File: config.mk
export PLATFORM = sky130hd
export DESIGN_NAME = uart_tx_param
export DESIGN_NICKNAME = d
export VERILOG_FILES = /design/src/rtl/uart_tx_param.sv
export SDC_FILE = /design/constraint.sdc
export NUM_CORES = 1
export LEC_CHECK = 0
export ABC_AREA = 0
export ABC_CLOCK_PERIOD_IN_PS = 2400
export BUFFER_PORTS_ARGS = -buffer_cell sky130_fd_sc_hd__buf_2
export CAP_MARGIN = 20
export CORE_MARGIN = 5
export CORE_UTILIZATION = 56
export DETAILED_ROUTE_END_ITERATION = 16
export GPL_TIMING_DRIVEN = 0
export PLACE_DENSITY = 0.84
export SYNTH_ARGS = -nofsm -noshare
export SYNTH_HDL_FRONTEND = slang
export SYNTH_SLANG_ARGS = --single-unit
export TNS_END_PERCENT = 10
File: constraint.sdc
create_clock -name clk -period 2.4 [get_ports clk]
set_clock_uncertainty 0.1 [all_clocks]
set_input_delay 0.12 -clock clk [delete_from_list [all_inputs] [get_ports clk]]
set_output_delay 0.12 -clock clk [all_outputs]
set_load 0.01 [all_outputs]
File: src/rtl/uart_tx_param.sv
// ---------------------------------------------------------------------------
// uart_tx_param
// Parametrised serial transmitter. Divides the system clock down to the bit
// rate internally and sends one frame per accepted word:
//   start (0) | DATA_BITS data, LSB first | optional parity | STOP_BITS stop (1)
//
// Parameters:
//   DATA_BITS    data bits per frame (5..9)
//   CLKS_PER_BIT clk cycles per serial bit (>= 2)
//   PARITY       0 = none, 1 = even, 2 = odd
//   STOP_BITS    stop bits per frame (1..2)
//
// Ports:
//   clk        system clock, all state changes on posedge
//   rst        asynchronous active-high reset
//   tx_data    word to send, sampled only on the accept edge
//   tx_valid   request to send tx_data
//   tx_ready   high when idle and able to accept a word
//   dout       serial line, idles high
//   tx_done    one-cycle pulse in the cycle after a frame completes
//   tx_status  1 = idle, 0 = frame in progress (same as tx_ready)
// ---------------------------------------------------------------------------
module uart_tx_param #(
    parameter int DATA_BITS    = 8,
    parameter int CLKS_PER_BIT = 16,
    parameter int PARITY       = 0,
    parameter int STOP_BITS    = 1
) (
    input  logic                 clk,
    input  logic                 rst,
    input  logic [DATA_BITS-1:0] tx_data,
    input  logic                 tx_valid,
    output logic                 tx_ready,
    output logic                 dout,
    output logic                 tx_done,
    output logic                 tx_status
);

    // Elaboration-time parameter legality checks.
    if ((DATA_BITS < 5) || (DATA_BITS > 9)) begin : g_bad_data_bits
        $error("uart_tx_param: DATA_BITS must be 5..9");
    end
    if (CLKS_PER_BIT < 2) begin : g_bad_clks_per_bit
        $error("uart_tx_param: CLKS_PER_BIT must be >= 2");
    end
    if ((PARITY < 0) || (PARITY > 2)) begin : g_bad_parity
        $error("uart_tx_param: PARITY must be 0, 1 or 2");
    end
    if ((STOP_BITS < 1) || (STOP_BITS > 2)) begin : g_bad_stop_bits
        $error("uart_tx_param: STOP_BITS must be 1..2");
    end

    localparam int BAUD_W = $clog2(CLKS_PER_BIT);
    localparam int BIT_W  = $clog2(DATA_BITS + 1);

    localparam logic [BAUD_W-1:0] BAUD_LAST = BAUD_W'(CLKS_PER_BIT - 1);
    localparam logic [BIT_W-1:0]  DATA_LAST = BIT_W'(DATA_BITS - 1);
    localparam logic [BIT_W-1:0]  STOP_LAST = BIT_W'(STOP_BITS - 1);
    localparam logic              HAS_PAR   = (PARITY != 0) ? 1'b1 : 1'b0;
    localparam logic              ODD_PAR   = (PARITY == 2) ? 1'b1 : 1'b0;

    typedef enum logic [2:0] {
        ST_IDLE   = 3'd0,
        ST_START  = 3'd1,
        ST_DATA   = 3'd2,
        ST_PARITY = 3'd3,
        ST_STOP   = 3'd4
    } state_t;

    // Parity bit for a data word: XOR of the data, inverted in odd mode.
    function automatic logic calc_parity(input logic [DATA_BITS-1:0] d);
        return (^d) ^ ODD_PAR;
    endfunction

    state_t                 state_q, state_d;
    logic [BAUD_W-1:0]      baud_q, baud_d;
    logic [BIT_W-1:0]       bit_q, bit_d;
    logic [DATA_BITS-1:0]   shift_q, shift_d;
    logic                   par_q, par_d;
    logic                   dout_q, dout_d;
    logic                   ready_q, ready_d;
    logic                   done_q, done_d;
    logic                   baud_last_s;

    assign baud_last_s = (baud_q == BAUD_LAST);

    // Next-state and next-output logic. dout_d is the line level for the
    // cycle after the edge, so the register always holds the current bit.
    always_comb begin
        state_d = state_q;
        baud_d  = baud_q;
        bit_d   = bit_q;
        shift_d = shift_q;
        par_d   = par_q;
        dout_d  = dout_q;
        ready_d = ready_q;
        done_d  = 1'b0;

        case (state_q)
            ST_IDLE: begin
                baud_d  = '0;
                bit_d   = '0;
                dout_d  = 1'b1;
                ready_d = 1'b1;
                if (tx_valid && ready_q) begin
                    shift_d = tx_data;
                    par_d   = calc_parity(tx_data);
                    state_d = ST_START;
                    ready_d = 1'b0;
                    dout_d  = 1'b0;
                end else begin
                    state_d = ST_IDLE;
                end
            end

            ST_START: begin
                if (baud_last_s) begin
                    baud_d  = '0;
                    bit_d   = '0;
                    state_d = ST_DATA;
                    dout_d  = shift_q[0];
                end else begin
                    baud_d = baud_q + BAUD_W'(1);
                end
            end

            ST_DATA: begin
                if (baud_last_s) begin
                    baud_d = '0;
                    if (bit_q == DATA_LAST) begin
                        bit_d = '0;
                        if (HAS_PAR) begin
                            state_d = ST_PARITY;
                            dout_d  = par_q;
                        end else begin
                            state_d = ST_STOP;
                            dout_d  = 1'b1;
                        end
                    end else begin
                        // Shift right so the next data bit sits at [0].
                        bit_d   = bit_q + BIT_W'(1);
                        shift_d = {1'b0, shift_q[DATA_BITS-1:1]};
                        dout_d  = shift_q[1];
                    end
                end else begin
                    baud_d = baud_q + BAUD_W'(1);
                end
            end

            ST_PARITY: begin
                if (baud_last_s) begin
                    baud_d  = '0;
                    bit_d   = '0;
                    state_d = ST_STOP;
                    dout_d  = 1'b1;
                end else begin
                    baud_d = baud_q + BAUD_W'(1);
                end
            end

            ST_STOP: begin
                // bit counter is reused to count stop bits.
                if (baud_last_s) begin
                    baud_d = '0;
                    if (bit_q == STOP_LAST) begin
                        bit_d   = '0;
                        state_d = ST_IDLE;
                        done_d  = 1'b1;
                        ready_d = 1'b1;
                        dout_d  = 1'b1;
                    end else begin
                        bit_d = bit_q + BIT_W'(1);
                    end
                end else begin
                    baud_d = baud_q + BAUD_W'(1);
                end
            end

            default: begin
                state_d = ST_IDLE;
                baud_d  = '0;
                bit_d   = '0;
                dout_d  = 1'b1;
                ready_d = 1'b1;
            end
        endcase
    end

    // State and output registers with asynchronous reset to the idle line.
    always_ff @(posedge clk or posedge rst) begin
        if (rst) begin
            state_q <= ST_IDLE;
            baud_q  <= '0;
            bit_q   <= '0;
            shift_q <= '0;
            par_q   <= 1'b0;
            dout_q  <= 1'b1;
            ready_q <= 1'b1;
            done_q  <= 1'b0;
        end else begin
            state_q <= state_d;
            baud_q  <= baud_d;
            bit_q   <= bit_d;
            shift_q <= shift_d;
            par_q   <= par_d;
            dout_q  <= dout_d;
            ready_q <= ready_d;
            done_q  <= done_d;
        end
    end

    assign dout      = dout_q;
    assign tx_ready  = ready_q;
    assign tx_status = ready_q;
    assign tx_done   = done_q;

endmodule

==> run summary, run 1 <==
Setup repair after global routing left no endpoint under its margin. Sequential cells were found to cover 44.6% of the synthesized design area. For this design, the sink count on the clock tree is 22. The die covers 3260 µm². The overall overflow remaining after global route was 0.

The total wirelength of the detailed-routed design was 2320 µm; the estimated wirelength of the detail-placed design was 1680 µm. The number of setup buffers added after CTS is 0, and the net count after synthesis is 130. The count of H-tree levels built during CTS is 1.

Once layout is done, the placed cells without fillers occupy 1400 µm². Leaving out fill and tap cells, the most frequent cells in the layout are sky130_fd_sc_hd__dfrtp_1, sky130_fd_sc_hd__buf_2, sky130_fd_sc_hd__nor2_1. The clock network latency to the later pin of the worst-skew pair is 320 ps. The wire length the detailed router placed on met1 was 1050 µm; the area growth from synthesis to layout was 13.0%.

The number of inserted filler cells in the final layout was 184. For the count of endpoints failing setup in the final report, the log shows 0. The logs give 4040 µm for the wire length of the first global-routing pass and 1350 µm² for the standard cell area after detailed placement.

The worst setup path is launched from a flip-flop. Dividing the detail-routed wire length by the instance count gives 14.2 µm. In this run, post-CTS repair resized a total of 0 instances.

At the end of routability-driven placement, the weighted congestion stood at 0.792. Along the worst path, the maximum fanout reaches 8. During synthesis, Yosys emitted a total of 0 warnings.

The netlist uses 37 different library cells. The height of the die is 57.1 µm. On the critical path the largest part of the delay comes from flip-flops. The first detailed-routing pass took 4 iterations. The max-slew violation count came out at 0. The floorplan has 17 rows. The via-per-instance ratio works out to 5.50. The critical-path cell with the highest stage delay is sky130_fd_sc_hd__dfrtp_1.

The initial core utilization was 57.2%; the count of hold-fix buffers inserted at cts was 2. The sequential cells in the finished layout cover a total of 553 µm². TritonCTS built the clock tree.

In this run, flip-flops and latches consume 43.1% of the power. The max-slew headroom at the worst pin was 45.5%. The tightest min-delay check is of the input port to flip-flop type. The most common cell after layout, fill and taps aside was sky130_fd_sc_hd__dfrtp_1.

The tools report the multi-input logic area as 623 µm². For the worst setup path, the data required time is 2510 ps. From left edge to right edge, the die measures 57.1 µm. The net count of the finished layout is 151. The number of hold-slack violations in the final timing report was 0; the standby leakage power was 0.000666 µW. The number of port buffers was 14; the worst endpoint data arrival time was 1960 ps. Global router's overall resource usage: 15.5%.

The core region is 2170 µm². The number of maximum-capacitance violations came out at 0. Entering global routing, the biggest net connects 23 pins. The clock network accounts for 14.8% of the total power. A synthesized cell averages 10.7 µm².

The mapped cell area was 1240 µm²; the total negative setup slack was 0 ps. For the finished layout, the period the worst path requires is 1850 ps. In this run, the number of DRC markers left after iteration 0 of detailed routing was 23. Of the total power, the share spent switching nets is 34.3%. The cell chosen for the clock root is sky130_fd_sc_hd__clkbuf_4.

Post-synthesis cell count: 116. Signal routing reaches up to met4. The routed layout has 902 vias. Antenna diode count: 0. The ratio of final minimum period to clock period was 77.1%. Power per unit of standard cell area: 1020 nW/µm².

The run gives 2 as the largest buffer count on any clock path. The number of nets with antenna violations after detailed routing is 0. The logs give 0 for the number of antenna violations at the first check in global routing and 1160 µm for the length of routed met2 wiring.

The pin slew with the least headroom to its limit is 817 ps, and the internal power contribution is 936 µW. The worst setup path is captured at a flip-flop. Routed length on met3: 72 µm. The run gives 933 as the number of global-route vias before repair.

The CTS buffer count is 3, and the share of layout cells above drive strength 1 is 33.8%. Clock-pin slew was measured on the worst setup and hold paths at 130 ps. Fmax: 541 MHz. The signal on the critical path passes through ha_1 > and3b_2 > o31ai_4 > nand2_4 > mux2_4. The flow ran to the end, and the final reports show no timing, DRC or antenna violations.

In this design, the stage delay of the slowest critical-path cell is 450 ps. Combinational logic burns 42.2% of the power. The worst setup path is of the flip-flop to flip-flop kind. The tools report the residual DRC count as 0. The maximum vdd drop is 646 µV. The critical path contains buffers and inverters numbering 0 combined. The analysis attributes to net switching a power of 490 µW. 15 I/O pins were placed. In this run, synthesis produced a sequential element count of 22.
-- registers in the layout, summed over array words and instances, names as in the netlist --
signal / cells
dout: 1
state_q: 3
baud_q: 4
tx_done: 1
tx_ready: 1
bit_q: 4
shift_q: 8
-- per-layer routing --
layer	vias up	global-route usage, %
met5	-	0
met4	0	8.61
met3	5	2.26
met1	435	18.9
met2	12	26.3
li1	450	-
-- Yosys cell counts, drive strengths merged --
cell type   n  share of area (%)
mux2       14                 15
a31o        1               0.71
xnor2       1               0.71
xor2        1               0.71
o32a        1               0.81
dfstp       2                4.2
nand3       9                4.4
inv         6                1.8
nor2       13                3.9
a21oi       5                2.0
a32o        1               0.81
o31ai       2                2.3
o21a        1               0.61
nand2b      1               0.50
nand2       8                3.0
o22ai       1               0.50
nand3b      2                1.2
nor3b       1               0.61
and3b       1               0.81
or3b        2                1.6
ha          3                3.0
a311oi      1               0.71
nor3        4                1.6
or3         1               0.50
and3        3                1.5
o21ai       5                2.0
nand4b      1               0.71
dfrtp      20                 40
buf         5                3.4
-- worst paths after layout --
check                                startpoint                endpoint  slack, ps  depth (start not counted)
setup / recovery           bit_q[0]$_DFFE_PP0P_  shift_q[6]$_DFFE_PP0P_        550                          5
setup reg to reg           bit_q[0]$_DFFE_PP0P_  shift_q[6]$_DFFE_PP0P_        550                          5
max in group asynchronous                   rst     baud_q[3]$_DFF_PP0_       1290                          3
hold reg to reg             baud_q[0]$_DFF_PP0_     baud_q[0]$_DFF_PP0_        380                          1
min in group asynchronous                   rst  shift_q[0]$_DFFE_PP0P_        390                          3
hold / removal                       tx_data[4]  shift_q[4]$_DFFE_PP0P_         50                          3
-- worst min-delay path, delay by kind of cell --
| family | cells | cell delay (ps) |
|---|---|---|
| buf+inv | 1 | 70 |
| mux | 2 | 260 |
-- stage by stage --
| step | setup slack, ps | power (µW) | hold WS, ps | util, % | instances |
|---|---|---|---|---|---|
| 2_1_floorplan | 685 | 1090 | 7.74 | - | 116 |
| 3_3_place_gp | 609 | 1190 | 209 | 62.1 | 158 |
| 3_5_place_dp | 575 | 1220 | 221 | 62.1 | 158 |
| 4_1_cts | 542 | 1440 | 46.4 | 64.6 | 164 |
| 5_1_grt | 484 | 1530 | 42.1 | 64.6 | 164 |
| 6_report | 551 | 1430 | 49.4 | 64.6 | 164 |
-- cell families after synthesis --
family | after synthesis | share of synthesized area [%]
AOI/OAI and AO/OA | 18 | 10.5
muxes | 14 | 14.8
DFF | 22 | 44.6
buffers and inverters | 11 | 5.24
and+or+nand+nor | 46 | 20.5
xor gates and xnor gates | 2 | 1.41
adders and majority gates | 3 | 3.02
-- power groups by stage --
stage | registers (µW) | clock network, µW | logic (µW)
after global placement | 611 | 0 | 582
after global routing | 636 | 232 | 663
final | 614 | 211 | 601
after floorplan | 603 | 0 | 490
after CTS | 614 | 216 | 608
after detailed placement | 622 | 0 | 601
-- area by class of cell --
class | count | share of cell area [%]
timing repair buffer | 16 | 6.42
tap | 28 | 2.50
multi-input combinational | 83 | 44.4
inverter | 6 | 1.61
buffer | 5 | 3.03
clock buffer | 4 | 2.59
sequential | 22 | 39.4
Note: power is estimated with default switching activity, not from simulation.
==> inputs of run 2 (changes only) <==
--- a/config.mk
+++ b/config.mk
@@ -6,7 +6,7 @@
 export NUM_CORES = 1
 export LEC_CHECK = 0
 export ABC_AREA = 0
-export ABC_CLOCK_PERIOD_IN_PS = 2400
+export ABC_CLOCK_PERIOD_IN_PS = 1800
 export BUFFER_PORTS_ARGS = -buffer_cell sky130_fd_sc_hd__buf_2
 export CAP_MARGIN = 20
 export CORE_MARGIN = 5
==> constraint.sdc (replaced) <==
create_clock -name clk -period 1.8 [get_ports clk]
set_clock_uncertainty 0.1 [all_clocks]
set_input_delay 0.09 -clock clk [delete_from_list [all_inputs] [get_ports clk]]
set_output_delay 0.09 -clock clk [all_outputs]
set_load 0.01 [all_outputs]
==> run 2 against run 1 <==
Sequential share of layout area is 0.77 points lower. Clock power is 33% higher. First-iteration DRC count is 35% lower. Non-clock buffer count is 1 higher. Register-to-register slack worse by 520 ps. Fmax is 4.4% higher. Count of clock-buffer cells in the layout stayed put. Combinational power is 36% higher. Sequential power is 34% higher. Setup slack worse by 520 ps. Die area stayed put. Critical path type unchanged. Critical endpoint unchanged. Largest power group unchanged.
==> run summary, run 2 (synthesized netlist as in run 1, its figures left out) <==
The detail-routed net length per standard cell was 14.2 µm (-0.14%); the estimated wirelength of the detail-placed design was 1680 µm (unchanged). The net switching fraction of the power works out to 34.3% (about the same). TritonCTS built the clock tree.

The depth of the worst register-to-register path works out to 5 (unchanged). The number of antenna violations at the first check in global routing came out at 0 (unchanged). The run gives 0 (unchanged) as the antenna diode count. The area growth from synthesis to layout came out at 15.5%. The tools report the count of H-tree levels built during CTS as 1 (unchanged).

The flow ran to the end, and the final reports show no timing, DRC or antenna violations. The largest buffer count on any clock path is 2 (unchanged), and the flip-flop count of the largest register after layout is 8 (unchanged). The height of the die is 57.1 µm (unchanged), and the global router's overall resource usage is 15.7% (+0.19 points). The tools report the number of hold-slack violations in the final timing report as 0 (unchanged). The tools report the max-slew violation count as 0 (unchanged). The launching element type of the critical path was a flip-flop. The logs give 66.1% (+1.4 points) for the share of the core filled with cells and 1910 ps (-600 ps) for the critical path data required time. The die width came out at 57.1 µm (unchanged). For the wire length of the first global-routing pass, the log shows 4070 µm (+0.87%). The most used routing layer in global routing was met2.

The initial core utilization was 57.2% (unchanged); the met2 usage was 26.8% (+0.49 points). The power per unit of standard cell area came out at 1340 nW/µm² (+32%). In the layout the commonest cells are sky130_fd_sc_hd__dfrtp_1, sky130_fd_sc_hd__buf_2, sky130_fd_sc_hd__nor2_1. The path type of the worst min-delay path is input port to flip-flop. The residual DRC count was 0 (unchanged). The cell sitting at the root of the clock tree is a sky130_fd_sc_hd__clkbuf_4. For the number of maximum-capacitance violations, the log shows 0 (unchanged). For the clock network latency to the later pin of the worst-skew pair, the log shows 320 ps (about the same). The maximum number of pins on one net before global-route repair came out at 23 (unchanged).

The category of the most critical setup path was flip-flop to flip-flop. The final net count was 152 (+0.66%); the final weighted congestion in routability-driven placement was 0.792 (unchanged). The depth of the worst hold-timing path works out to 3 (unchanged). The number of global-route vias before repair came out at 946 (+1.4%).

The clock period minus worst slack is 1770 ps (-78.6 ps). Standby leakage power: 0.000671 µW (+0.76%). The library cell used most frequently in the layout, excluding fill and tap cells, is sky130_fd_sc_hd__dfrtp_1. The total wirelength of the detailed-routed design was 2340 µm (+0.47%); the floorplan row count was 17 (unchanged).

The count of clock tree sinks is 22 (unchanged). The tools report the net switching power of the design as 660 µW (+35%). Setup repair after global routing could not meet its margin everywhere. The tools report the internal power contribution as 1260 µW (+35%). For the total via count in the routed design, the log shows 918 (+1.8%). Share of power burned in registers: 42.8% (-0.3 points). The share of layout cells above drive strength 1 was 37.2% (+3.4 points). The area of the die is 3260 µm² (unchanged).

The logs give 46.0% (+0.56 points) for the max-slew headroom at the worst pin and 30 ps (-520 ps) for the setup slack of the worst register-to-register path. The global routing met3 resource utilization came out at 2.26% (unchanged). The clock-pin slew on the worst setup and hold paths is 130 ps (about the same). The pin slew with the least headroom to its limit works out to 809 ps (-8.39 ps). The total instance count after detailed placement was 158 (unchanged). The biggest fanout along the worst timing path is 8 (unchanged), and the worst endpoint data arrival time is 1880 ps (-80 ps). The logs give 4 (unchanged) for the first-pass iteration count of the detailed router and 42.6% (+0.4 points) for the share of total power in combinational logic. The via-per-instance ratio is 5.56 (+1.2%), and the number of nets with antenna violations after detailed routing is 0 (unchanged). The maximum vdd drop came out at 859 µV (+33%). The run gives 19.0% (+0.14 points) as the met1 track demand over resource.

The area of the core came out at 2170 µm² (unchanged). The top-level I/O count is 15 (unchanged). The count of endpoints failing setup in the final report was 0 (unchanged). The ratio of final minimum period to clock period came out at 98.4% (+21 points). The initial DRC count is 15 (-35%). The largest registers in the layout are shift_q x8, baud_q x4, bit_q x4. Ranked by flip-flop count, first place goes to shift_q.

The tools report the fmax as 565 MHz (+4.4%). The tools report the critical path capture point type as a flip-flop. The overall overflow remaining after global route is 0 (unchanged), and the number of port buffers is 14 (unchanged). The CTS buffer count is 3 (unchanged), and the final non-filler cell total is 165 (+0.61%). The share of power burned in the clock network was 14.6% (-0.2 points).
run 2: cell count changes in the layout (fill, tap and decap cells not counted):
cell,before,now
sky130_fd_sc_hd__buf_4,2,3
sky130_fd_sc_hd__dfrtp_1,20,19
sky130_fd_sc_hd__dfrtp_2,0,1
sky130_fd_sc_hd__ha_1,3,2
sky130_fd_sc_hd__ha_4,0,1
sky130_fd_sc_hd__nor3_1,4,3
sky130_fd_sc_hd__nor3_2,0,1
sky130_fd_sc_hd__nor3b_1,1,0
sky130_fd_sc_hd__nor3b_2,0,1
run 2: worst max-delay path: stages (launching register included):
cell,delay [ps]
sky130_fd_sc_hd__dfrtp_2,460
sky130_fd_sc_hd__ha_4,180
sky130_fd_sc_hd__and3b_2,230
sky130_fd_sc_hd__o31ai_4,220
sky130_fd_sc_hd__nand2_4,150
sky130_fd_sc_hd__mux2_4,320
run 2: path summary, 6_finish.rpt:
path,start,to
setup / recovery,bit_q[0]$_DFFE_PP0P_,shift_q[6]$_DFFE_PP0P_
min in group asynchronous,rst,shift_q[0]$_DFFE_PP0P_
setup reg to reg,bit_q[0]$_DFFE_PP0P_,shift_q[6]$_DFFE_PP0P_
max in group asynchronous,rst,bit_q[0]$_DFFE_PP0P_
hold / removal,tx_data[4],shift_q[4]$_DFFE_PP0P_
hold reg to reg,baud_q[0]$_DFF_PP0_,baud_q[0]$_DFF_PP0_
run 2: per-stage QoR:
step | setup WS (ps) | power, µW | TNS [ps] | hold slack, ps | instance area (µm²)
5_1_grt | -19.6 | 2070 | -77.1 | 12.1 | 1430
6_report | 29.2 | 1920 | 0 | 17.1 | 1430
2_1_floorplan | 85.4 | 1460 | 0 | -22.3 | 1240
4_1_cts | 4.04 | 1930 | 0 | 16.4 | 1410
3_5_place_dp | -25.3 | 1630 | -120 | 191 | 1350
3_3_place_gp | 8.62 | 1590 | 0 | 179 | 1350
run 2: final cells by class:
type                            count  area (µm²)
Clock buffer                        4        36.3
Tap cell                           28        35.0
Buffer                              5        42.5
Inverter                            6        22.5
Fill cell                         177         736
Multi-Input combinational cell     83         646
Sequential cell                    22         554
Timing Repair Buffer               17        97.6
run 2: power by group through the flow:
stage          Sequential [µW]  Clock, µW  Combinational [µW]
6_report                   823        281                 819
5_1_grt                    851        310                 906
4_1_cts                    818        288                 822
3_5_place_dp               829          0                 802
3_3_place_gp               814          0                 776
2_1_floorplan              805          0                 653
run 2: metal layers:
| layer | up-vias | part of all wire (%) | wire (µm) |
|---|---|---|---|
| li1 | 453 | - | - |
| met1 | 445 | 44 | 1030 |
| met2 | 14 | 51 | 1190 |
| met3 | 6 | 3.1 | 73 |
| met4 | 0 | 2.0 | 47 |
| met5 | - | 0 | 0 |
run 2: repair_timing:
item,CTS,global route
hold endpoints to repair,21,0
endpoints found under the setup margin,7,11
gates resized for setup,1,4
pin swaps,1,2
buffers inserted,1,0
hold buffers,2,0
==> inputs of run 3 (changes only) <==
--- a/config.mk
+++ b/config.mk
@@ -6,7 +6,7 @@
 export NUM_CORES = 1
 export LEC_CHECK = 0
 export ABC_AREA = 0
-export ABC_CLOCK_PERIOD_IN_PS = 1800
+export ABC_CLOCK_PERIOD_IN_PS = 1900
 export BUFFER_PORTS_ARGS = -buffer_cell sky130_fd_sc_hd__buf_2
 export CAP_MARGIN = 20
 export CORE_MARGIN = 5
==> constraint.sdc (replaced) <==
create_clock -name clk -period 1.9 [get_ports clk]
set_clock_uncertainty 0.1 [all_clocks]
set_input_delay 0.095 -clock clk [delete_from_list [all_inputs] [get_ports clk]]
set_output_delay 0.095 -clock clk [all_outputs]
set_load 0.01 [all_outputs]
==> run 3 against run 2 <==
Via count down 0.87%. Final cell count down 0.61%. Fmax down 2.0%. Combinational power down 7.3%. First-iteration DRC count up 53%. Sequential cell count unchanged. Core utilization down 1.3 points. Sequential share of layout area up 0.70 points. Power down 6.3%. Wire length down 1.8%. Non-clock buffer count down 1. Largest cell class unchanged.
==> run summary, run 3 (synthesized netlist as in run 1, its figures left out) <==
The share of layout cells above drive strength 1 is 34.6% (-2.7 points), and the number of buffers and inverters on the critical path is 0 (unchanged). The total instance count after detailed placement is 158 (unchanged). In this run the worst setup path begins at bit_q[0]$_DFFE_PP0P_. For the count of clock tree sinks, the log shows 22 (unchanged).

The number of port buffers came out at 14 (unchanged). The run gives 2290 µm (-1.8%) as the total wirelength of the detailed-routed design. The clock-pin slew on the worst setup and hold paths was 130 ps (about the same); the final weighted congestion in routability-driven placement was 0.792 (unchanged). The detail-routed net length per standard cell was 14.0 µm (-1.2%). The count of endpoints failing setup in the final report is 0 (unchanged).

The min-delay analysis places its worst path in the category input port to flip-flop. The top-level I/O count was 15 (unchanged); the via-per-instance ratio was 5.55 (-0.27%). The final net count is 151 (-0.66%). For the number of inserted filler cells in the final layout, the log shows 183 (+3.4%).

The cell family contributing the most delay on the critical path is flip-flops. The worst setup path is launched from a flip-flop. Estimated wirelength of the detail-placed design: 1680 µm (unchanged).

The number of maximum-capacitance violations is 0 (unchanged). The tools report the total via count in the routed design as 910 (-0.87%). The terminus of the critical flop-to-flop path was shift_q[6]$_DFFE_PP0P_. The number of global-route vias before repair was 933 (-1.4%). The run gives 0 (unchanged) as the residual DRC count. The library cells used most frequently in the layout, excluding fill and tap cells, are sky130_fd_sc_hd__dfrtp_1, sky130_fd_sc_hd__buf_2, sky130_fd_sc_hd__nor2_1. The category of the most critical setup path was flip-flop to flip-flop. The count of H-tree levels built during CTS came out at 1 (unchanged).

Number of hold-slack violations in the final timing report: 0 (unchanged). The initial DRC count was 23 (+8); the die width was 57.1 µm (unchanged). The maximum vdd drop is 817 µV (-4.9%). Area of the core: 2170 µm² (unchanged). The largest registers in the layout are shift_q x8, baud_q x4, bit_q x4.

The tools report the number of antenna violations at the first check in global routing as 0 (unchanged). The flow ran to the end, and the final reports show no timing, DRC or antenna violations. The tools report the worst endpoint data arrival time as 1920 ps (+40 ps). The ratio of final minimum period to clock period was 95.1% (-3.2 points); the final non-filler cell total was 164 (-0.61%). The total negative setup slack is 0 ps (unchanged), and the maximum number of pins on one net before global-route repair is 23 (unchanged).

The setup slack of the worst register-to-register path was 90 ps (+60 ps); the fmax was 553 MHz (-2.0%). TritonCTS built the clock tree. The final worst hold slack came out at 25.0 ps (+7.96 ps).

The global router's overall resource usage was 15.5% (-0.19 points). The root buffer cell chosen for the clock tree is sky130_fd_sc_hd__clkbuf_4. For the CTS buffer count, the log shows 3 (unchanged). The first-pass iteration count of the detailed router is 4 (unchanged), and the height of the die is 57.1 µm (unchanged). The pin slew with the least headroom to its limit works out to 813 ps (+4.39 ps). Top register by number of flip-flops: shift_q. The tools report the standby leakage power as 0.000663 µW (-1.2%). Largest buffer count on any clock path: 2 (unchanged). Compared with the post-synthesis result, the final layout area differs by 13.2%. The worst setup path is captured at a flip-flop. The max-slew headroom at the worst pin is 45.7% (-0.29 points), and the power per unit of standard cell area is 1280 nW/µm² (-4.4%).

The floorplan row count is 17 (unchanged). The antenna diode count was 0 (unchanged). The biggest fanout along the worst timing path works out to 8 (unchanged).

The tools report the overall overflow remaining after global route as 0 (unchanged). For the clock network latency to the later pin of the worst-skew pair, the log shows 320 ps (about the same). The logs give 3260 µm² (unchanged) for the area of the die and 2010 ps (+100 ps) for the critical path data required time.

Setup repair after global routing left no endpoint under its margin. The initial core utilization was 57.2% (unchanged). The clock period minus worst slack was 1810 ps (+36.9 ps). The cell depth of the worst setup path came out at 5 (unchanged). The wire length of the first global-routing pass is 4040 µm (-0.86%).

For the max-slew violation count, the log shows 0 (unchanged). Critical-path cell with the highest stage delay: sky130_fd_sc_hd__dfrtp_1. Walking the worst path, the cells encountered are ha_2 > and3b_2 > o31ai_4 > nand2_4 > mux2_4. The startpoint identified for the worst register-to-register timing path is bit_q[0]$_DFFE_PP0P_. The most common cell after layout, fill and taps aside was sky130_fd_sc_hd__dfrtp_1. The number of nets with antenna violations after detailed routing came out at 0 (unchanged). The largest stage delay on the critical path was 450 ps (about the same); the depth of the worst register-to-register path was 5 (unchanged). The most critical setup path has its endpoint at shift_q[6]$_DFFE_PP0P_.

The flip-flop count of the largest register after layout was 8 (unchanged).
## run 3: area by class of cell
class	instances	area, µm²	share of cell area (%)
multi-input cells	83	626	44.5
flip-flops and latches	22	553	39.4
repair buffers	16	90.1	6.41
plain buffers	5	42.5	3.03
clock buffers	4	36.3	2.58
well taps	28	35.0	2.49
inverters	6	22.5	1.60
## run 3: worst min-delay path by stage
stage	startpoint	end	slack, ps	depth (start not counted)
2_1_floorplan	rst	baud_q[0]$_DFF_PP0_	-20	1
3_3_place_gp	rst	shift_q[0]$_DFFE_PP0P_	180	2
3_5_place_dp	rst	bit_q[0]$_DFFE_PP0P_	200	2
4_1_cts	tx_data[1]	shift_q[1]$_DFFE_PP0P_	20	3
5_1_grt	tx_data[1]	shift_q[1]$_DFFE_PP0P_	20	3
6_report	tx_data[4]	shift_q[4]$_DFFE_PP0P_	30	3
## run 3: per-layer routing
layer / global-route usage [%] / part of all wire [%] / vias up
li1: - / - / 451
met1: 18.9 / 44 / 438
met2: 26.3 / 50 / 16
met3: 2.26 / 4.0 / 5
met4: 8.61 / 2.1 / 0
met5: 0 / 0 / -
## run 3: tightest hold or removal path: cells and delay by family
kind	cells	cell delay, ps
buf+inv	1	70
mux	2	260
## run 3: where the power goes
part	leakage, µW	switching [µW]	internal [µW]
Clock	0.0000210	149	117
Sequential	0.000274	125	651
Combinational	0.000368	344	415
Total	0.000663	617	1180
## run 3: repair_timing
item / in CTS / in global routing
hold buffers: 2 / 0
endpoints found under the hold margin: 21 / 0
resized for setup: 0 / 1
setup endpoints to repair: 0 / 7
setup buffers: 0 / 0
## run 3: metrics by stage
stage               setup WS [ps]  utilization [%]  area (µm²)  total power (µW)
floorplan                     185                -        1240              1380
global placement              109             62.1        1350              1510
detailed placement           74.7             62.1        1350              1540
CTS                          42.1             64.6        1400              1820
global route                 13.1             64.8        1410              1940
finish                       92.4             64.8        1410              1800
